$ cat config.mk
export PLATFORM = sky130hd
export DESIGN_NAME = seq_mem_ctrl_flat
export DESIGN_NICKNAME = d
export VERILOG_FILES = /design/src/rtl/b12_pkg.sv /design/src/rtl/seq_mem_ctrl_if.sv /design/src/rtl/seq_ram.sv /design/src/rtl/seq_mem_ctrl.sv /design/src/flat_wrapper.sv
export SDC_FILE = /design/constraint.sdc
export NUM_CORES = 1
export LEC_CHECK = 0
export BUFFER_PORTS_ARGS = -buffer_cell sky130_fd_sc_hd__buf_2
export CAP_MARGIN = 40
export CORE_ASPECT_RATIO = 1.4
export CORE_MARGIN = 4
export CORE_UTILIZATION = 45
export CTS_BUF_LIST = sky130_fd_sc_hd__clkbuf_8
export DETAILED_ROUTE_END_ITERATION = 16
export GPL_ROUTABILITY_DRIVEN = 0
export PLACE_DENSITY = 0.71
export SLEW_MARGIN = 25
export SYNTH_ARGS = -nofsm -noshare
export SYNTH_HDL_FRONTEND = slang
export SYNTH_HIERARCHICAL = 1
export SYNTH_SLANG_ARGS = --single-unit
$ cat constraint.sdc
create_clock -name clock -period 3.5 [get_ports clock]
set_input_delay 0.35 -clock clock [delete_from_list [all_inputs] [get_ports clock]]
set_output_delay 0.35 -clock clock [all_outputs]
set_load 0.01 [all_outputs]
$ cat src/rtl/b12_pkg.sv
// Shared definitions for the sequence-memory controller.
// Holds the default geometry, the read latency and the controller state enum.
package b12_pkg;

  localparam int unsigned ADDR_W   = 5;
  localparam int unsigned DATA_W   = 2;
  localparam int unsigned DEPTH    = 2 ** ADDR_W;
  localparam int unsigned READ_LAT = 2;

  typedef enum logic [2:0] {
    IDLE  = 3'd0,
    RD1   = 3'd1,
    RD2   = 3'd2,
    WR    = 3'd3,
    CLEAR = 3'd4
  } state_e;

endpackage

$ cat src/rtl/seq_mem_ctrl_if.sv
// Two-requester memory bus plus clear/busy sideband.
// master: requesters (game FSM on port A, replay/debug on port B) drive
//         req/wr/addr/wdata and clr; they observe gnt/rvalid/rdata/busy.
// slave : the controller, with the opposite directions.
interface seq_mem_ctrl_if #(
  parameter int unsigned ADDR_W = b12_pkg::ADDR_W,
  parameter int unsigned DATA_W = b12_pkg::DATA_W
);

  logic              a_req;
  logic              a_wr;
  logic [ADDR_W-1:0] a_addr;
  logic [DATA_W-1:0] a_wdata;
  logic              a_gnt;
  logic              a_rvalid;
  logic [DATA_W-1:0] a_rdata;

  logic              b_req;
  logic              b_wr;
  logic [ADDR_W-1:0] b_addr;
  logic [DATA_W-1:0] b_wdata;
  logic              b_gnt;
  logic              b_rvalid;
  logic [DATA_W-1:0] b_rdata;

  logic              clr;
  logic              busy;

  modport master (
    output a_req, a_wr, a_addr, a_wdata,
    output b_req, b_wr, b_addr, b_wdata,
    output clr,
    input  a_gnt, a_rvalid, a_rdata,
    input  b_gnt, b_rvalid, b_rdata,
    input  busy
  );

  modport slave (
    input  a_req, a_wr, a_addr, a_wdata,
    input  b_req, b_wr, b_addr, b_wdata,
    input  clr,
    output a_gnt, a_rvalid, a_rdata,
    output b_gnt, b_rvalid, b_rdata,
    output busy
  );

endinterface

$ cat src/rtl/seq_ram.sv
// Sequence storage: DEPTH x DATA_W, one synchronous write port and a
// registered read port with one cycle of latency. Contents are not reset.
// Ports: clk_i, we_i/waddr_i/wdata_i (write), raddr_i/rdata_o (read).
module seq_ram #(
  parameter int unsigned ADDR_W = b12_pkg::ADDR_W,
  parameter int unsigned DATA_W = b12_pkg::DATA_W
) (
  input  logic              clk_i,
  input  logic              we_i,
  input  logic [ADDR_W-1:0] waddr_i,
  input  logic [DATA_W-1:0] wdata_i,
  input  logic [ADDR_W-1:0] raddr_i,
  output logic [DATA_W-1:0] rdata_o
);

  localparam int unsigned DEPTH_L = 2 ** ADDR_W;

  logic [DATA_W-1:0] mem_q [DEPTH_L];
  logic [DATA_W-1:0] rdata_q;

  always_ff @(posedge clk_i) begin
    if (we_i) begin
      mem_q[waddr_i] <= wdata_i;
    end
    rdata_q <= mem_q[raddr_i];
  end

  assign rdata_o = rdata_q;

endmodule

$ cat src/rtl/seq_mem_ctrl.sv
// Round-robin two-port controller in front of the sequence RAM, with a
// whole-memory clear sequence.
// Ports: clock, reset (synchronous, active high), bus (slave modport:
//        port A/B request/grant/read-return, clr request, busy status).
module seq_mem_ctrl
  import b12_pkg::*;
#(
  parameter int unsigned ADDR_W = b12_pkg::ADDR_W,
  parameter int unsigned DATA_W = b12_pkg::DATA_W
) (
  input  logic          clock,
  input  logic          reset,
  seq_mem_ctrl_if.slave bus
);

  localparam int unsigned MEM_DEPTH = 2 ** ADDR_W;

  state_e            state_q, state_d;
  logic [ADDR_W-1:0] addr_q, addr_d;
  logic [ADDR_W-1:0] clr_addr_q, clr_addr_d;
  logic [DATA_W-1:0] wdata_q, wdata_d;
  logic              own_b_q, own_b_d;
  logic              last_b_q, last_b_d;
  logic              a_rvalid_q, a_rvalid_d;
  logic              b_rvalid_q, b_rvalid_d;
  logic [DATA_W-1:0] a_rdata_q, a_rdata_d;
  logic [DATA_W-1:0] b_rdata_q, b_rdata_d;
  logic              busy_q;

  logic              a_gnt_c, b_gnt_c;
  logic              ram_we_c;
  logic [ADDR_W-1:0] ram_waddr_c;
  logic [DATA_W-1:0] ram_wdata_c;
  logic [DATA_W-1:0] ram_rdata;

  // The read port follows addr_d so a granted read is looked up at the grant
  // edge and the data is ready to register during RD1.
  seq_ram #(
    .ADDR_W (ADDR_W),
    .DATA_W (DATA_W)
  ) u_ram (
    .clk_i   (clock),
    .we_i    (ram_we_c),
    .waddr_i (ram_waddr_c),
    .wdata_i (ram_wdata_c),
    .raddr_i (addr_d),
    .rdata_o (ram_rdata)
  );

  // Next-state, arbitration and RAM control.
  // The access direction is latched implicitly by choosing RD1 or WR.
  always_comb begin
    state_d     = state_q;
    addr_d      = addr_q;
    wdata_d     = wdata_q;
    own_b_d     = own_b_q;
    last_b_d    = last_b_q;
    clr_addr_d  = clr_addr_q;
    a_gnt_c     = 1'b0;
    b_gnt_c     = 1'b0;
    a_rvalid_d  = 1'b0;
    b_rvalid_d  = 1'b0;
    a_rdata_d   = a_rdata_q;
    b_rdata_d   = b_rdata_q;
    ram_we_c    = 1'b0;
    ram_waddr_c = addr_q;
    ram_wdata_c = wdata_q;

    case (state_q)
      IDLE: begin
        if (!reset) begin
          if (bus.clr) begin
            state_d    = CLEAR;
            clr_addr_d = '0;
          end else if (bus.a_req && (!bus.b_req || last_b_q)) begin
            // A wins when alone or when B held the last grant.
            a_gnt_c  = 1'b1;
            own_b_d  = 1'b0;
            last_b_d = 1'b0;
            addr_d   = bus.a_addr;
            wdata_d  = bus.a_wdata;
            state_d  = bus.a_wr ? WR : RD1;
          end else if (bus.b_req) begin
            b_gnt_c  = 1'b1;
            own_b_d  = 1'b1;
            last_b_d = 1'b1;
            addr_d   = bus.b_addr;
            wdata_d  = bus.b_wdata;
            state_d  = bus.b_wr ? WR : RD1;
          end
        end
      end
      RD1: begin
        state_d = RD2;
        if (own_b_q) begin
          b_rvalid_d = 1'b1;
          b_rdata_d  = ram_rdata;
        end else begin
          a_rvalid_d = 1'b1;
          a_rdata_d  = ram_rdata;
        end
      end
      RD2: begin
        state_d = IDLE;
      end
      WR: begin
        ram_we_c = 1'b1;
        state_d  = IDLE;
      end
      CLEAR: begin
        ram_we_c    = 1'b1;
        ram_waddr_c = clr_addr_q;
        ram_wdata_c = '0;
        // Stop on the last address; the pointer is left there, not wrapped.
        if (clr_addr_q == ADDR_W'(MEM_DEPTH - 1)) begin
          state_d = IDLE;
        end else begin
          clr_addr_d = clr_addr_q + ADDR_W'(1);
        end
      end
      default: begin
        state_d = IDLE;
      end
    endcase
  end

  // State and output registers.
  always_ff @(posedge clock) begin
    if (reset) begin
      state_q    <= IDLE;
      addr_q     <= '0;
      wdata_q    <= '0;
      own_b_q    <= 1'b0;
      last_b_q   <= 1'b1;
      clr_addr_q <= '0;
      a_rvalid_q <= 1'b0;
      b_rvalid_q <= 1'b0;
      a_rdata_q  <= '0;
      b_rdata_q  <= '0;
      busy_q     <= 1'b0;
    end else begin
      state_q    <= state_d;
      addr_q     <= addr_d;
      wdata_q    <= wdata_d;
      own_b_q    <= own_b_d;
      last_b_q   <= last_b_d;
      clr_addr_q <= clr_addr_d;
      a_rvalid_q <= a_rvalid_d;
      b_rvalid_q <= b_rvalid_d;
      a_rdata_q  <= a_rdata_d;
      b_rdata_q  <= b_rdata_d;
      busy_q     <= (state_d != IDLE);
    end
  end

  assign bus.a_gnt    = a_gnt_c;
  assign bus.b_gnt    = b_gnt_c;
  assign bus.a_rvalid = a_rvalid_q;
  assign bus.b_rvalid = b_rvalid_q;
  assign bus.a_rdata  = a_rdata_q;
  assign bus.b_rdata  = b_rdata_q;
  assign bus.busy     = busy_q;

endmodule

$ cat src/flat_wrapper.sv
// flat-port wrapper written by rule: the top's interface ports become plain ports
module seq_mem_ctrl_flat import b12_pkg::*;
#(
  parameter int unsigned ADDR_W = b12_pkg::ADDR_W,
  parameter int unsigned DATA_W = b12_pkg::DATA_W
)
  (clock, reset, bus_a_req, bus_a_wr, bus_a_addr, bus_a_wdata, bus_b_req, bus_b_wr, bus_b_addr, bus_b_wdata, bus_clr, bus_a_gnt, bus_a_rvalid, bus_a_rdata, bus_b_gnt, bus_b_rvalid, bus_b_rdata, bus_busy);
  seq_mem_ctrl_if #(.ADDR_W(ADDR_W), .DATA_W(DATA_W)) bus_i ();
  input  logic clock;
  input  logic reset;
  input wire logic [$bits(bus_i.a_req)-1:0] bus_a_req;
  input wire logic [$bits(bus_i.a_wr)-1:0] bus_a_wr;
  input wire logic [$bits(bus_i.a_addr)-1:0] bus_a_addr;
  input wire logic [$bits(bus_i.a_wdata)-1:0] bus_a_wdata;
  input wire logic [$bits(bus_i.b_req)-1:0] bus_b_req;
  input wire logic [$bits(bus_i.b_wr)-1:0] bus_b_wr;
  input wire logic [$bits(bus_i.b_addr)-1:0] bus_b_addr;
  input wire logic [$bits(bus_i.b_wdata)-1:0] bus_b_wdata;
  input wire logic [$bits(bus_i.clr)-1:0] bus_clr;
  output wire logic [$bits(bus_i.a_gnt)-1:0] bus_a_gnt;
  output wire logic [$bits(bus_i.a_rvalid)-1:0] bus_a_rvalid;
  output wire logic [$bits(bus_i.a_rdata)-1:0] bus_a_rdata;
  output wire logic [$bits(bus_i.b_gnt)-1:0] bus_b_gnt;
  output wire logic [$bits(bus_i.b_rvalid)-1:0] bus_b_rvalid;
  output wire logic [$bits(bus_i.b_rdata)-1:0] bus_b_rdata;
  output wire logic [$bits(bus_i.busy)-1:0] bus_busy;
  assign bus_i.a_req = bus_a_req;
  assign bus_i.a_wr = bus_a_wr;
  assign bus_i.a_addr = bus_a_addr;
  assign bus_i.a_wdata = bus_a_wdata;
  assign bus_i.b_req = bus_b_req;
  assign bus_i.b_wr = bus_b_wr;
  assign bus_i.b_addr = bus_b_addr;
  assign bus_i.b_wdata = bus_b_wdata;
  assign bus_i.clr = bus_clr;
  assign bus_a_gnt = bus_i.a_gnt;
  assign bus_a_rvalid = bus_i.a_rvalid;
  assign bus_a_rdata = bus_i.a_rdata;
  assign bus_b_gnt = bus_i.b_gnt;
  assign bus_b_rvalid = bus_i.b_rvalid;
  assign bus_b_rdata = bus_i.b_rdata;
  assign bus_busy = bus_i.busy;
  seq_mem_ctrl #(.ADDR_W(ADDR_W), .DATA_W(DATA_W)) u_core (.clock(clock), .reset(reset), .bus(bus_i));
endmodule
; After elaboration in Yosys (flattened, before gate mapping)
; Memory sizes are Yosys's and may differ from the RTL's. A register that Yosys moved wholly into a read port is not among the register bits.
; Index checks and enable logic that the tools add are counted.
[classes]
addsub = 1
n_eq_ne = 6
n_mux = 36
n_bitwise = 3
n_reduce_logical = 13
[op_table]
columns = op, count
row1 = two-way mux 5 bit, 8
row2 = two-way mux 1 bit, 16
row3 = two-way mux 3 bit, 5
row4 = two-way mux 2 bit, 5
row5 = one-hot mux 5 bit (2 select lines), 1
row6 = one-hot mux 3 bit (3 select lines), 1
row7 = AND reduction 3 bit, 2
row8 = adder 5 x 1 -> 5 bit (second input constant), 1
row9 = == test 5 bit (second input constant), 1
row10 = inequality test 2 bit (second input constant), 2
row11 = AND reduction 2 bit, 2
row12 = nonzero test 2 bit, 2
row13 = OR reduction 2 bit, 2
row14 = == test 3 x 1 -> 1 bit (second input constant), 1
row15 = == test 3 x 2 -> 1 bit (second input constant), 1
row16 = == test 3 bit (second input constant), 1
row17 = zero test 3 bit, 1
row18 = inverter 1 bit, 3
row19 = nonzero test 3 bit, 1
row20 = logical AND 1 bit, 1
row21 = zero test 1 bit, 1
row22 = logical OR 1 bit, 1
[totals]
reg_bits = 24
ram_bits = 64
inputBits = 21
elab_cells = 71
mem_count = 1
[mem_list]
columns = memory, depth, word_bits, read_ports, rd_clocked_by_memory_dff, wr, line
row1 = u_core.u_ram.mem_q, 32, 2, 1, 1, 1, seq_ram.sv:18  ; logic [DATA_W-1:0] mem_q [DEPTH_L];

; Longest topological paths before layout
; Gate-level depths: netlist of run 1.
[logic_depth]
word_depth = 8
mapped_depth = 13
ltp_nobuf = 9

; By module
; The synthesis of run 1 kept the hierarchy.
[by_module_without_submodules]
columns = mod, n_inst, cells_each, area_each_um2, seq_area_each_um2
row1 = seq_ram, 1, 184, 2783.9, 1961.9
row2 = seq_mem_ctrl, 1, 133, 1199.9, 480.5

; Least setup slack after synthesis of run 1
; OpenSTA, ideal clock, no wires.
[synth_path]
path_type = register to register
startpoint = register u_core.state_q[2]
endpoint = register u_core.u_ram.rdata_q[0] (netlist: u_core/u_ram/rdata_o[0]), read port of u_core.u_ram.mem_q
setup_ps = 131
arrival_time_ps = 2839
required_time_ps = 3369
slack_ps = 530
path_stages_with_launch = 14
n_path_buf = 4
path_cell_list = dfxtp_1 -> or4_4 -> buf_6 -> or3_1 -> buf_2 -> a222oi_1 -> inv_1 -> buf_6 -> buf_8 -> mux2i_1 -> a22oi_1 -> and4b_1 -> a31oi_1 -> o311ai_1
[synth_between]
elab_chain_cells = 2
[synth_rtl]
columns = item, line
row1 = "start, declared", seq_mem_ctrl.sv:18  ; state_e state_q, state_d;
row2 = "start signal, assigned", seq_mem_ctrl.sv:142  ; state_q <= state_d;
row3 = zero test 3 bit, seq_mem_ctrl.sv:69  ; case (state_q)
row4 = two-way mux 5 bit, seq_mem_ctrl.sv:69
row5 = named net u_core.addr_d[0], seq_mem_ctrl.sv:19  ; logic [ADDR_W-1:0] addr_q, addr_d;
row6 = "end, declared", seq_ram.sv:19  ; logic [DATA_W-1:0] rdata_q;
; The timed path passes the listed nets, and every way through them passes these cells.
; A chain may end at the register's enable or synchronous reset.

; Final worst setup path of run 1
[layout_path]
startpoint = register u_core.state_q[1]
endpoint = register u_core.u_ram.rdata_q[1] (netlist: u_core/u_ram/rdata_o[1]), read port of u_core.u_ram.mem_q
; The elaborated chain is that of the path after synthesis.

==> results.ini, run 1 <==
[timing]
tightest_slew_ns=0.645
drv_slew=0
skew_ns=0.0129
final.period_utilization_pct=91.3
setup_viol=0
layout_min_cycle_time_ns=3.20
tns_ns=0
hold_ws_ns=0.252
hold_violations=0
clock.fmax_mhz=313
slew_headroom_pct=56.6
grt_setup_unrepaired=false

[clocking]
cts_tree=done
hold_buffers=0
clkTransAtPathRegs_ns=0.09
htreeDepth=3
post_cts_resize_count=0
cts-root-buf=clkbuf_8
cts_inserted_buffers=9
post_cts_buffers=0
cts.sink_count=90
ctsLongestPathBuffers=2
clkLatencyLatePin_ns=0.36

[yosys]
ys_seq_area_share_pct=61.3
synth_seq_cells=90
async_flop_share_pct=0
ys_warn_count=6
synth.distinct_cells=46
synth_edf_count=64
netlist_instances=317
synth_ff_type=edfxtp_1
syn-num-nets=340
avgSynthCellArea_sq_um=12.6
syn_area_sq_um=3980

[floorplanning]
die_area_sq_um=10400
die_height_um=119
start_util_pct=46.3
coreArea_sq_um=8610
rows=40
die_w_um=87.5
ios=30

[critical_path]
cp-end-kind=register
cp_top_family=simple AND/OR/NAND/NOR gates
cpMaxStageDelayCell=or4_4
endpoint=u_core/u_ram/rdata_o[1]$_DFF_P_
r2r_slack_ns=0.30
required_ns=3.74
worstReg2RegStart=u_core/state_q[1]$_SDFF_PP0_
critical_path.max_fanout=24
startpoint=u_core/state_q[1]$_SDFF_PP0_
timing.rr.end=u_core/u_ram/rdata_o[1]$_DFF_P_
r2r_cells=10
crit_cells=10
critPathBufInv=2
slowest_delay_ns=0.60
critical_path.cell_chain=or4_4 -> or3_1 -> a222oi_1 -> inv_1 -> buf_4 -> mux2i_1 -> a22oi_1 -> and4b_1 -> a31oi_1 -> o311ai_1
crit_path_start_kind=register
crit_arrival_ns=3.43
worstSetupPathType=reg2reg

[global_route]
grt_max_degree=33
gr-usage-all-layers_pct=17.0
grt_pass1_wl_um=13300
antenna_found_initial=0
first_global_vias=2647
overflow=0

[drt]
routed_wl_um=8500
viasPerCell=5.72
vias=2639
drc=0
first_pass_iters=4
detail-route-antenna-nets=0
wire_per_inst_um=18.4
drt_iter0_drc=192

[flow_run]
maxCapViolCount=0

[place]
dpl.cell_count=446
portBuffers=29
hpwlAfterDp_um=5900

[layout]
area_growth_pct=11.7
fin_cells=461
layout-drive-gt1-share_pct=17.7
fin_nets=375
num_antenna_cells=0

[hold_path]
hp-class=in2reg

[status]
outcome=finished, final reports clean

[pwr]
leakagePower_nw=1.61
power_density_nw_per_um2=507
ir_worst_vdd_v=0.000230

## worst min-delay path: stages
cell and delay (ns):
buf_2 0.09, nand2_1 0.05, a311oi_1 0.08
## through the flow
stage | total power [mW] | util (%) | setup WS [ns] | instance area (sq um)
finish | 2.26 | 51.7 | 0.304 | 4450
global route | 2.34 | 51.7 | 0.103 | 4450
CTS | 2.27 | 51.7 | 0.305 | 4450
detailed placement | 1.50 | 49.1 | 0.296 | 4230
global placement | 1.49 | 49.1 | 0.440 | 4230
floorplan | 1.41 | - | 0.530 | 3980
## area by class of cell
class | instances | area [sq um]
clock buffers | 9 | 124
clock inverters | 6 | 97.6
fillers | 746 | 4160
inverters | 9 | 33.8
multi-input cells | 204 | 1410
flip-flops and latches | 90 | 2440
well taps | 105 | 131
repair buffers | 38 | 213
## worst min path at each step
stage | cells after the start | to | from
global placement | 1 | u_core/addr_q[2]$_SDFF_PP0_ | u_core/addr_q[2]$_SDFF_PP0_
floorplan | 2 | u_core/bus.a_rdata[0]$_SDFFE_PP0P_ | u_core/u_ram/rdata_o[0]$_DFF_P_
CTS | 3 | u_core/wdata_q[1]$_SDFFE_PP0P_ | bus_b_wdata[1]
global route | 3 | u_core/wdata_q[0]$_SDFFE_PP0P_ | bus_b_wdata[0]
finish | 3 | u_core/wdata_q[0]$_SDFFE_PP0P_ | bus_b_wdata[0]
detailed placement | 2 | u_core/bus.a_rdata[0]$_SDFFE_PP0P_ | u_core/u_ram/rdata_o[0]$_DFF_P_
## where the power goes
part           switching (mW)  internal, mW  total, mW  leakage (nW)
Combinational           0.168         0.103      0.271         0.681
Clock                   0.376         0.409      0.786         0.112
Sequential             0.0196          1.18       1.20         0.814
## flip-flops by register name, summed over array words and instances, names as in the netlist
name                  cells
u_core/u_ram/mem_q       64
u_core/addr_q             5
u_core/clr_addr_q         5
u_core/state_q            3
u_core/bus.a_rdata        2
u_core/bus.b_rdata        2
u_core/u_ram/rdata_o      2
u_core/wdata_q            2
u_core/bus.a_rvalid       1
u_core/bus.b_rvalid       1
u_core/bus.busy           1
u_core/last_b_q           1
u_core/own_b_q            1
## placed cells by master (no fill, tap or decap), drive strengths merged, types with 2 or more instances in the layout
cell type and instances:
xor2 2, edfxtp 64, nor2b 6, o311ai 2
and4b 2, a21o 3, o211ai 3, nand3 4
or3b 4, inv 12, and3 3, dfxtp 26
a31oi 3, ha 2, nor2 51, o21ai 5
a22o 3, o21bai 2, mux2 5, nand3b 6
a22oi 14, nand4b 3, clkbuf 9, bufinv 2
nand2 17, mux2i 36, a21oi 7, or3 2
a311oi 2, a222oi 4, and2 3, buf 38
## cells in the mapped netlist, types with 3 or more instances
master / instances / area share, %
buf_6: 4 / 1.1
a31oi_1: 3 / 0.47
dfxtp_1: 26 / 13
nand2_1: 17 / 1.6
edfxtp_1: 64 / 48
nand3b_1: 6 / 1.1
a222oi_1: 4 / 1.0
o211ai_1: 3 / 0.57
nand3_1: 4 / 0.50
a21o_1: 3 / 0.57
and2_1: 3 / 0.47
a21oi_1: 7 / 0.88
clkbuf_1: 5 / 0.47
inv_1: 9 / 0.85
and3_1: 3 / 0.47
nor2b_1: 6 / 0.94
or3b_1: 3 / 0.66
mux2i_1: 36 / 9.0
nand4b_1: 3 / 0.66
a22o_1: 3 / 0.66
a22oi_1: 14 / 2.6
mux2_2: 5 / 1.4
nor2_1: 50 / 4.7
o21ai_0: 5 / 0.63
## kinds of logic (layout without fill, tap and decap cells)
logic type | count (synthesis) | after routing | share of synthesized area [%]
and+or+nand+nor | 107 | 107 | 13.8
DFF | 90 | 90 | 61.3
AOI/OAI and AO/OA | 52 | 52 | 10.1
adders and majority gates | 2 | 2 | 0.628
buffers and inverters | 23 | 62 | 3.33
muxes | 41 | 41 | 10.5
xor gates and xnor gates | 2 | 2 | 0.440
## metal layers
metal | routed length (um) | GRT usage, % | part of all wire [%]
met1 | 3390 | 19.5 | 40
met2 | 4300 | 28.3 | 51
met3 | 462 | 3.67 | 5.4
met4 | 341 | 10.2 | 4.0
met5 | 0 | 0 | 0
(Power assumes the default switching activity.)
==> run 2: changes to the inputs <==
==> constraint.sdc (replaced) <==
create_clock -name clock -period 3 [get_ports clock]
set_input_delay 0.3 -clock clock [delete_from_list [all_inputs] [get_ports clock]]
set_output_delay 0.3 -clock clock [all_outputs]
set_load 0.01 [all_outputs]
==> results.ini, run 2 (synthesis results as in run 1) <==
[clocking]
hold_buffers=0  ; unchanged
post_cts_resize_count=0  ; unchanged
cts.sink_count=90  ; unchanged
ctsLongestPathBuffers=2  ; unchanged
cts-root-buf=clkbuf_8
clkTransAtPathRegs_ns=0.09  ; about the same
post_cts_buffers=0  ; unchanged
cts_inserted_buffers=9  ; unchanged
cts_tree=done
htreeDepth=3  ; unchanged
clkLatencyLatePin_ns=0.36  ; about the same

[layout]
mostFrequentLayoutCell=edfxtp_1
fin_nets=382  ; +1.9%
top_register=u_core/u_ram/mem_q
layout-drive-gt1-share_pct=19.8  ; +2.1 points
largest_reg_flops=64  ; unchanged
fillers=759  ; +1.7%
final_cell_mix=edfxtp_1 (64), nor2_1 (50), mux2i_1 (36)
design_area_sq_um=4480  ; +0.67%
reg_top3=u_core/u_ram/mem_q x64, u_core/addr_q x5, u_core/clr_addr_q x5
finish.utilization_pct=52.0  ; +0.35 points
fin_cells=469  ; +1.7%
num_antenna_cells=0  ; unchanged
area_growth_pct=12.5

[hold_path]
min_path_cells=3  ; unchanged
hp-class=in2reg

[timing]
grt_setup_unrepaired=false
setup_viol=0  ; unchanged
drv_slew=0  ; unchanged
clock.fmax_mhz=351  ; +12%
tns_ns=0  ; unchanged
slew_headroom_pct=58.1  ; +1.6 points
hold_violations=0  ; unchanged
final.period_utilization_pct=94.9  ; +3.6 points
tightest_slew_ns=0.622  ; -0.0230 ns
layout_min_cycle_time_ns=2.85  ; -0.348 ns
skew_ns=0.00869  ; -0.00417 ns

[place]
placed_cell_area_sq_um=4290  ; +1.5%
portBuffers=29  ; unchanged
dpl.cell_count=453  ; +1.6%
hpwlAfterDp_um=6210  ; +5.3%

[critical_path]
r2r_cells=10  ; unchanged
critical_path.cell_chain=or4_4 -> or3_1 -> a222oi_1 -> inv_1 -> buf_12 -> mux2i_1 -> a22oi_1 -> and4b_1 -> a31oi_1 -> o311ai_1
crit_arrival_ns=3.08  ; -0.35 ns
crit_path_start_kind=register
slowest_delay_ns=0.53  ; -0.07 ns
required_ns=3.23  ; -0.51 ns
cp-end-kind=register
cpMaxStageDelayCell=or4_4
worstSetupPathType=reg2reg
critical_path.max_fanout=32  ; +33%

[global_route]
grt_pass1_wl_um=13700  ; +2.9%
grt_max_degree=33  ; unchanged
first_global_vias=2716  ; +2.6%
overflow=0  ; unchanged
gr-usage-all-layers_pct=17.8  ; +0.80 points
antenna_found_initial=0  ; unchanged

[flow_run]
maxCapViolCount=0  ; unchanged

[floorplanning]
ios=30  ; unchanged
die_area_sq_um=10400  ; unchanged
die_w_um=87.5  ; unchanged
start_util_pct=46.3  ; unchanged
rows=40  ; unchanged
die_height_um=119  ; unchanged
coreArea_sq_um=8610  ; unchanged

[drt]
viasPerCell=5.68  ; -0.70%
routed_wl_um=8880  ; +4.4%
drc=0  ; unchanged
wire_per_inst_um=18.9  ; +2.7%
detail-route-antenna-nets=0  ; unchanged
first_pass_iters=5  ; +1
drt_iter0_drc=209  ; +8.9%
vias=2666  ; +1.0%

[status]
outcome=finished, final reports clean

[pwr]
ir_worst_vdd_v=0.000292  ; +27%
power_density_nw_per_um2=554  ; +9.3%
leakagePower_nw=1.63  ; +1.5%

-- run 2: power breakdown --
part | total, mW | leakage, nW | switching, mW | internal (mW)
clock network | 0.749 | 0.0993 | 0.423 | 0.326
logic | 0.337 | 0.717 | 0.202 | 0.135
registers | 1.40 | 0.814 | 0.0211 | 1.38
-- run 2: layer usage --
layer | wire (um) | GRT usage [%]
met2 | 4650 | 29.8
met3 | 624 | 4.29
met5 | 0 | 0
met4 | 300 | 9.31
met1 | 3310 | 20.6
-- run 2: final timing paths --
| check | slack [ns] | endpoint | startpoint |
|---|---|---|---|
| worst min-delay path | 0.20 | u_core/addr_q[0]$_SDFF_PP0_ | bus_b_addr[0] |
| worst max-delay path | 0.15 | u_core/u_ram/rdata_o[0]$_DFF_P_ | u_core/state_q[2]$_SDFF_PP0_ |
| worst min register to register | 0.49 | u_core/bus.a_rdata[1]$_SDFFE_PP0P_ | u_core/bus.a_rdata[1]$_SDFFE_PP0P_ |
| worst max register to register | 0.15 | u_core/u_ram/rdata_o[0]$_DFF_P_ | u_core/state_q[2]$_SDFF_PP0_ |
-- run 2: metrics by stage --
stage               hold WS (ns)  worst slack (ns)  power (mW)
floorplan                  0.432            0.0296        1.65
global placement           0.463             0.216        1.75
detailed placement         0.469             0.130        1.76
CTS                        0.181             0.113        2.51
global route               0.194           0.00530        2.60
finish                     0.205             0.152        2.48
-- run 2: worst max-delay path, delay by kind of cell (launching register included) --
kind	cells	cell delay (ns)
compound gates	4	0.74
buf+inv	2	0.34
flops	1	0.32
mux	1	0.19
simple gates	3	1.11
-- run 2: cell type report --
class / instances / area, sq um / share of cell area (%)
Sequential cell: 90 / 2440 / 54.5
Clock inverter: 6 / 42.5 / 0.949
Timing Repair Buffer: 45 / 278 / 6.20
Clock buffer: 10 / 138 / 3.07
Inverter: 9 / 33.8 / 0.754
Tap cell: 105 / 131 / 2.93
Multi-Input combinational cell: 204 / 1420 / 31.6
==> run 3: changes to the inputs <==
--- a/config.mk
+++ b/config.mk
@@ -5,6 +5,7 @@
 export SDC_FILE = /design/constraint.sdc
 export NUM_CORES = 1
 export LEC_CHECK = 0
+export ABC_AREA = 1
 export BUFFER_PORTS_ARGS = -buffer_cell sky130_fd_sc_hd__buf_2
 export CAP_MARGIN = 40
 export CORE_ASPECT_RATIO = 1.4
@@ -13,7 +14,8 @@
 export CTS_BUF_LIST = sky130_fd_sc_hd__clkbuf_8
 export DETAILED_ROUTE_END_ITERATION = 16
 export GPL_ROUTABILITY_DRIVEN = 0
-export PLACE_DENSITY = 0.71
+export GPL_TIMING_DRIVEN = 0
+export PLACE_DENSITY = 0.7
 export SLEW_MARGIN = 25
 export SYNTH_ARGS = -nofsm -noshare
 export SYNTH_HDL_FRONTEND = slang
==> results.ini, run 3 <==
[yosys]
synth.distinct_cells=25  ; -46%
netlist.area_leader.share_pct=46.2  ; -2.0 points
syn-num-nets=474  ; +39%
synth_edf_count=64  ; unchanged
ys_top_cells_by_count=nand2_1 (125), nand3_1 (79), edfxtp_1 (64)
avgSynthCellArea_sq_um=9.22  ; -27%
synth_seq_cells=90  ; unchanged
yosysMostFrequentCell=nand2_1
async_flop_share_pct=0  ; unchanged
ys_seq_area_share_pct=58.7  ; -2.6 points
netlist_instances=451  ; +42%
syn_area_sq_um=4160  ; +4.4%
ys_warn_count=6  ; unchanged
synth_ff_type=edfxtp_1
synthTopCellsByArea=edfxtp_1 (46%), dfxtp_1 (13%), nand2_1 (11%)
synth_top_area_cell=edfxtp_1

[clocking]
clkLatencyLatePin_ns=0.36  ; about the same
post_cts_resize_count=0  ; unchanged
cts.sink_count=90  ; unchanged
ctsLongestPathBuffers=2  ; unchanged
cts_inserted_buffers=9  ; unchanged
clkTransAtPathRegs_ns=0.08  ; about the same
hold_buffers=0  ; unchanged
post_cts_buffers=0  ; unchanged
cts-root-buf=clkbuf_8
cts_tree=done
htreeDepth=3  ; unchanged

[layout]
largest_reg_flops=64  ; unchanged
reg_top3=u_core/u_ram/mem_q x64, u_core/addr_q x5, u_core/clr_addr_q x5
finish.utilization_pct=51.9  ; -0.16 points
fin_nets=514  ; +35%
area_growth_pct=12.6
layout-drive-gt1-share_pct=17.6  ; -2.2 points
num_antenna_cells=0  ; unchanged
final_cell_mix=nand2_1 (125), nand3_1 (79), edfxtp_1 (64)
top_register=u_core/u_ram/mem_q
regArea_sq_um=2440  ; unchanged
mostFrequentLayoutCell=nand2_1
fillers=822  ; +8.3%
fin_cells=602  ; +28%
multi_input_area_sq_um=1430  ; +0.97%

[flow_run]
maxCapViolCount=0  ; unchanged

[floorplanning]
die_w_um=89.3  ; +2.0%
die_height_um=122  ; +2.0%
rows=41  ; +2.5%
die_area_sq_um=10900  ; +4.0%
start_util_pct=46.1  ; -0.21 points
coreArea_sq_um=9030  ; +4.9%
ios=30  ; unchanged

[timing]
hold_ws_ns=0.235  ; +0.0302 ns
grt_setup_unrepaired=false
clock.fmax_mhz=456  ; +30%
slew_headroom_pct=52.3  ; -5.8 points
drv_slew=0  ; unchanged
tightest_slew_ns=0.714  ; +0.0925 ns
hold_violations=0  ; unchanged
tns_ns=0  ; unchanged
setup_viol=0  ; unchanged
final.period_utilization_pct=73.1  ; -22 points
layout_min_cycle_time_ns=2.19  ; -0.655 ns
skew_ns=0.00855  ; -0.000145 ns

[drt]
routed_wl_um=9160  ; +3.2%
wire_per_inst_um=15.2  ; -20%
vias=3115  ; +17%
first_pass_iters=4  ; -1
viasPerCell=5.17  ; -9.0%
drt_iter0_drc=191  ; -8.6%
detail-route-antenna-nets=0  ; unchanged
drc=0  ; unchanged

[critical_path]
crit_arrival_ns=2.24  ; -0.84 ns
worstSetupPathType=reg2reg
cp-end-kind=register
r2r_cells=6  ; -4
r2r_slack_ns=0.81  ; +0.65 ns
required_ns=3.05  ; -0.18 ns
crit_path_start_kind=register
worstReg2RegStart=u_core/state_q[1]$_SDFF_PP0_
critical_path.max_fanout=10  ; -69%
timing.rr.end=u_core/u_ram/mem_q[10][0]$_DFFE_PP_

[hold_path]
min_to=u_core/last_b_q$_SDFFE_PP1P_
min_path_cells=3  ; unchanged
min_from=reset
hp-class=in2reg

[global_route]
overflow=0  ; unchanged
gr-usage-all-layers_pct=18.6  ; +0.85 points
antenna_found_initial=0  ; unchanged
grt_max_degree=33  ; unchanged
first_global_vias=3165  ; +17%
grt_pass1_wl_um=14900  ; +9.0%

[place]
dpl.cell_count=587  ; +30%
portBuffers=29  ; unchanged
hpwlAfterDp_um=6640  ; +6.8%

[status]
outcome=finished, final reports clean

[pwr]
ir_worst_vdd_v=0.000390  ; +34%
power_density_nw_per_um2=571  ; +3.0%
leakagePower_nw=1.95  ; +19%

==> run 3: cell type report <==
cell class	instances	area share (%)
sequential	90	52.1
multi-input combinational	306	30.5
inverter	39	3.29
buffer	16	3.18
timing repair buffer	29	3.10
tap	107	2.86
clock buffer	9	2.64
clock inverter	6	2.30
==> run 3: worst max-delay path, cell delays in order, from the launching register on <==
cell and delay [ns]:
dfxtp_1 0.35, nor2_4 0.17, nand2_1 0.10, buf_2 0.18, o21ai_0 0.27, nand3_1 0.45, nor2_1 0.35
==> run 3: logic make-up after synthesis <==
family,count (synthesis),share of synthesized area [%]
and+or+nand+nor,283,30.5
DFF,90,58.7
buffers and inverters,55,7.28
AOI/OAI and AO/OA,21,2.92
adders and majority gates,2,0.602
==> run 3: routing by layer <==
metal	share of wire, %	track usage, %	vias to the layer above	wire, um
li1	-	-	1578	-
met3	5.4	4.33	12	495
met1	38	21.1	1437	3470
met4	2.1	8.19	0	188
met5	0	0	-	0
met2	55	32.7	88	5010
==> run 3: where the power goes <==
part / switching [mW] / total (mW) / internal [mW]
logic: 0.231 / 0.348 / 0.116
registers: 0.0218 / 1.38 / 1.36
clock network: 0.398 / 0.943 / 0.545
total: 0.651 / 2.67 / 2.02
==> run 3: metrics by stage <==
step	power (mW)	setup slack (ns)	cell area [sq um]
after floorplan	1.65	1.23	4160
after global placement	1.75	0.368	4440
after detailed placement	1.76	0.824	4450
after CTS	2.71	0.801	4680
after global routing	2.80	0.550	4680
final	2.67	0.806	4680
==> run 3: worst max-delay path by stage <==
stage                                 startpoint                             endpoint  cells after the start
finish              u_core/state_q[1]$_SDFF_PP0_  u_core/u_ram/mem_q[10][0]$_DFFE_PP_                      6
global route        u_core/state_q[1]$_SDFF_PP0_  u_core/u_ram/mem_q[31][0]$_DFFE_PP_                      6
CTS                 u_core/state_q[1]$_SDFF_PP0_  u_core/u_ram/mem_q[10][0]$_DFFE_PP_                      6
detailed placement  u_core/state_q[1]$_SDFF_PP0_  u_core/u_ram/mem_q[30][0]$_DFFE_PP_                      6
global placement    u_core/state_q[1]$_SDFF_PP0_  u_core/u_ram/mem_q[21][1]$_DFFE_PP_                      4
floorplan           u_core/state_q[1]$_SDFF_PP0_      u_core/u_ram/rdata_o[0]$_DFF_P_                     17
